File: src/rtl/conv1d_loop_counter.sv
`default_nettype none
// ============================================================================
// Module   : conv1d_loop_counter
// Purpose  : Two-level nested loop counter for the conv1d core. The inner
//            loop walks the kernel taps, the outer loop walks output samples.
//            Limits and the one-shot/continuous mode are captured at start and
//            stay fixed for the whole run.
// Ports    : clk         - clock, rising edge
//            reset       - synchronous active-high reset
//            start       - begin a run (honoured in IDLE only)
//            stop        - abort a run (honoured in RUN only)
//            enable      - advance permission, 0 stalls the counters
//            continuous  - captured at start, 1 = restart after final pass
//            inner_max   - inner terminal value, captured at start
//            outer_max   - outer terminal value, captured at start
//            inner_count - current tap index
//            outer_count - current sample index
//            inner_tc    - pulse: inner counter wrapped on the previous edge
//            outer_tc    - pulse: outer counter wrapped on the previous edge
//            last        - in RUN and both counts sit at their limits
//            busy        - high while in RUN
//            done        - pulse: a one-shot run has just completed
// Revision : 1.0 - initial release
// ============================================================================
module conv1d_loop_counter #(
   parameter int N_INNER = 4,
   parameter int N_OUTER = 8
) (
   input  logic               clk,
   input  logic               reset,
   input  logic               start,
   input  logic               stop,
   input  logic               enable,
   input  logic               continuous,
   input  logic [N_INNER-1:0] inner_max,
   input  logic [N_OUTER-1:0] outer_max,
   output logic [N_INNER-1:0] inner_count,
   output logic [N_OUTER-1:0] outer_count,
   output logic               inner_tc,
   output logic               outer_tc,
   output logic               last,
   output logic               busy,
   output logic               done
);

   localparam logic [0:0] S_IDLE = 1'b0;
   localparam logic [0:0] S_RUN  = 1'b1;

   localparam logic [N_INNER-1:0] C_INNER_ONE = {{(N_INNER-1){1'b0}}, 1'b1};
   localparam logic [N_OUTER-1:0] C_OUTER_ONE = {{(N_OUTER-1){1'b0}}, 1'b1};

   logic [0:0]         r_state;
   logic [N_INNER-1:0] r_inner;
   logic [N_OUTER-1:0] r_outer;
   logic [N_INNER-1:0] r_inner_lim;
   logic [N_OUTER-1:0] r_outer_lim;
   logic               r_cont;
   logic               r_inner_tc;
   logic               r_outer_tc;
   logic               r_done;

   logic w_inner_at_lim;
   logic w_outer_at_lim;

   assign w_inner_at_lim = (r_inner == r_inner_lim);
   assign w_outer_at_lim = (r_outer == r_outer_lim);

   always_ff @(posedge clk) begin
      if (reset) begin
         r_state     <= S_IDLE;
         r_inner     <= '0;
         r_outer     <= '0;
         r_inner_lim <= '0;
         r_outer_lim <= '0;
         r_cont      <= 1'b0;
         r_inner_tc  <= 1'b0;
         r_outer_tc  <= 1'b0;
         r_done      <= 1'b0;
      end else begin
         // Pulses are one cycle wide; only an advancing edge may raise them.
         r_inner_tc <= 1'b0;
         r_outer_tc <= 1'b0;
         r_done     <= 1'b0;
         case (r_state)
            S_IDLE: begin
               r_inner <= '0;
               r_outer <= '0;
               if (start) begin
                  r_inner_lim <= inner_max;
                  r_outer_lim <= outer_max;
                  r_cont      <= continuous;
                  r_state     <= S_RUN;
               end
            end
            S_RUN: begin
               if (stop) begin
                  // Abort wins even on the final iteration: no pulses.
                  r_inner <= '0;
                  r_outer <= '0;
                  r_state <= S_IDLE;
               end else if (enable) begin
                  if (!w_inner_at_lim) begin
                     r_inner <= r_inner + C_INNER_ONE;
                  end else begin
                     r_inner    <= '0;
                     r_inner_tc <= 1'b1;
                     if (!w_outer_at_lim) begin
                        r_outer <= r_outer + C_OUTER_ONE;
                     end else begin
                        r_outer    <= '0;
                        r_outer_tc <= 1'b1;
                        if (!r_cont) begin
                           r_done  <= 1'b1;
                           r_state <= S_IDLE;
                        end
                     end
                  end
               end
            end
            default: begin
               r_state <= S_IDLE;
            end
         endcase
      end
   end

   assign inner_count = r_inner;
   assign outer_count = r_outer;
   assign inner_tc    = r_inner_tc;
   assign outer_tc    = r_outer_tc;
   assign done        = r_done;
   assign busy        = (r_state == S_RUN);
   // Built only from registers, so no input reaches this output.
   assign last        = busy && w_inner_at_lim && w_outer_at_lim;

endmodule
`default_nettype wire
File: config.mk
export PLATFORM = sky130hd
export DESIGN_NAME = conv1d_loop_counter
export DESIGN_NICKNAME = d
export VERILOG_FILES = /design/src/rtl/conv1d_loop_counter.sv
export SDC_FILE = /design/constraint.sdc
export NUM_CORES = 1
export LEC_CHECK = 0
export ABC_AREA = 1
export CAP_MARGIN = 20
export CORE_MARGIN = 2
export CORE_UTILIZATION = 44
export CTS_CLUSTER_SIZE = 40
export DETAILED_ROUTE_END_ITERATION = 7
export PLACE_DENSITY_LB_ADDON = 0.15
export SLEW_MARGIN = 20
export SYNTH_ARGS = -nofsm -noshare
export SYNTH_HDL_FRONTEND = slang
export SYNTH_SLANG_ARGS = --single-unit
File: constraint.sdc
create_clock -name clk -period 1.2 [get_ports clk]
set_input_delay 0.24 -clock clk [delete_from_list [all_inputs] [get_ports clk]]
set_output_delay 0.24 -clock clk [all_outputs]
set_load 0.02 [all_outputs]
==> flow_metrics.tcl <==
set metrics [dict create \
    overflow 0 \
    powerDensity_nw_per_um2 876.1 \
    hold_path.class "input port to flip-flop" \
    num_rows 21 \
    ys_seq_elements 29 \
    final_nets 373 \
    vias 1998 \
    slew_violations 0 \
    cts_tree "built" \
    max_freq_mhz 559.9 \
    fin_ws_ns -0.5860 \
    syn_area_per_cell_um2 6.352 \
    cp-startpoint "r_outer_lim[1]$_SDFFE_PP0P_" \
    finalPower_mw 2.521 \
    ant_nets 0 \
    slew-limit-headroom_pct 80.91 \
    hpwl_um 2993 \
    grt_pass1_wl_um 7755 \
    yosysTopAreaCell "dfxtp_1" \
    synth_seq_area_share_pct 39.06 \
    final.min_clock_period_ns 1.786 \
    die_w_um 62.12 \
    die_area_um2 3859 \
    grt_max_degree 15 \
    p_leak_nw 1.328 \
    cp_max_fo 3 \
    antenna_cells 0 \
    clkTransAtPathRegs_ns 0.11 \
    drive_gt1_share_pct 53.95 \
    clkSinkCount 29 \
    ctsHoldBuffers 0 \
    synth_cell_types 19 \
    worst_pin_slew_ns 0.2838 \
    grt_setup_unrepaired "yes" \
    crit_type "flip-flop to primary output" \
    cts-root-buf "clkbuf_4" \
    crit_required_ns 0.96 \
    ys.flop_type "dfxtp_1" \
    grt_pass1_vias 1840 \
    arrival_ns 1.55 \
    synth_area_um2 1486 \
    wl_per_cell_um 13.90 \
    synthCells 234 \
    drt_wl_total_um 5559 \
    worstHoldStart "continuous" \
    io_pins 35 \
    coreArea_um2 3284 \
    status "finished, violations left" \
    dpl_worst_slack_ns -0.6784 \
    port_buffers 34 \
    setup_violations 23 \
    reg2reg_from "r_outer_lim[1]$_SDFFE_PP0P_" \
    synth.most_common_cell "nand2_1" \
    synth.area.top_cells "dfxtp_1 (39%), nand2_1 (19%), inv_1 (9.1%)" \
    fin_crit_sh_pct 148.8 \
    cp-start-kind "flip-flop" \
    viasPerCell 4.995 \
    track_usage_pct 25.30 \
    crit_path_end_kind "primary output" \
    initial_core_util_pct 45.26 \
    finalHoldViolCount 0 \
    drv_cap 0 \
    drcViolationCount 0 \
    syn_nets 254 \
    async_flop_share_pct 0 \
    violations "negative setup slack" \
    fin_skew_ns 0.01073 \
    synthTopCellsByCount "nand2_1 (77), inv_1 (36), dfxtp_1 (29)" \
    insertion_delay_ns 0.36 \
    initialDrtViolationCount 162 \
    antenna_found_initial 0 \
    numCtsBuffers 5 \
    irDropWorstVdd_mv 0.8433 \
    gp_congestion 0.8126 \
    clockBufferDepth 2 \
    yosysTopAreaCellShare_pct 39.06 \
    die_y_um 62.12 \
    synth_edf_count 0 \
    cts_htree_levels 2 \
    first_pass_iters 4 \
    yosysWarnings 0 \
    area_growth_pct 93.60 \
]
==> cell type report <==
class | count | area, um2
flip-flops and latches | 29 | 641.9
multi-input cells | 166 | 938.4
clock buffers | 6 | 41.29
well taps | 46 | 57.56
fillers | 169 | 406.6
inverters | 36 | 140.1
repair buffers | 115 | 1025
clock inverters | 2 | 33.78
==> what timing repair did <==
action	CTS	global route
gates cloned	0	1
resized for setup	106	91
setup endpoints to repair	30	41
setup buffers	25	11
pin swaps	19	30
==> per-stage QoR <==
| stage | utilization, % | setup TNS, ns | hold slack (ns) | cells | area [um2] |
|---|---|---|---|---|---|
| after floorplan | - | -0.7993 | 0.2994 | 234 | 1545 |
| after global placement | 71.85 | -6.311 | 0.4539 | 368 | 2360 |
| after detailed placement | 71.85 | -6.981 | 0.4702 | 368 | 2360 |
| after CTS | 79.85 | -4.157 | 0.4570 | 393 | 2623 |
| after global routing | 87.62 | -6.566 | 0.4806 | 400 | 2878 |
| final | 87.62 | -5.068 | 0.4653 | 400 | 2878 |
==> critical path, cell delays in order (launching register included) <==
cell     delay, ns
dfxtp_2       0.36
inv_1         0.06
nand2_1       0.08
nand2_1       0.07
nor2_2        0.14
nand2_2       0.08
nor2_4        0.11
nand2_2       0.09
nor2_4        0.08
buf_6         0.11
==> cell families (layout without fill, tap and decap cells) <==
kind of cell	Yosys count	count (layout)	share of synthesized area (%)
xor+xnor	1	1	0.5893
buf+inv	39	159	9.848
fa+ha+maj	2	2	1.683
compound gates	36	36	13.05
simple gates	127	127	35.77
flops	29	29	39.06
==> routing by layer <==
layer | GRT usage [%] | wire length [um] | up-vias
li1 | - | - | 974
met1 | 27.48 | 2181 | 935
met2 | 46.33 | 2928 | 65
met3 | 5.616 | 233 | 24
met4 | 12.22 | 215 | 0
met5 | 0 | 0 | -
==> report_power, final <==
part	total (mW)	switching [mW]	internal, mW
clock	0.820	0.387	0.433
combinational	0.681	0.327	0.353
sequential	1.02	0.0333	0.987
==> sequential cells by signal, indices dropped and copies added, names as in the netlist <==
signal       cells
inner_count      4
done             1
inner_tc         1
outer_tc         1
r_inner_lim      4
r_outer_lim      8
busy             1
r_cont           1
outer_count      8
==> path summary, 6_finish.rpt <==
kind / cells after the start / slack [ns] / end
setup / recovery: 9 / -0.59 / last
hold / removal: 3 / 0.47 / r_cont$_SDFFE_PP0P_
setup reg to reg: 13 / -0.50 / done$_SDFF_PP0_
hold reg to reg: 2 / 0.48 / r_inner_lim[3]$_SDFFE_PP0P_
==> cells in the final DEF (no fill, tap or decap), types with 3 or more instances in the layout <==
master / Yosys / layout
o21ai_1: 0 / 11
nand3_2: 0 / 6
nand2_4: 1 / 4
buf_4: 0 / 58
buf_2: 0 / 3
inv_2: 0 / 13
dfxtp_1: 29 / 4
dfxtp_2: 0 / 13
nor2_1: 20 / 11
buf_6: 0 / 34
clkbuf_4: 0 / 5
a21oi_1: 18 / 13
o21ai_0: 16 / 3
nand2_2: 3 / 12
nand3_1: 17 / 10
clkdlybuf4s50_1: 0 / 17
dfxtp_4: 0 / 12
nor2_2: 2 / 9
a21oi_2: 0 / 5
nand2_1: 77 / 65
inv_1: 36 / 21
(Power assumes the default switching activity.)
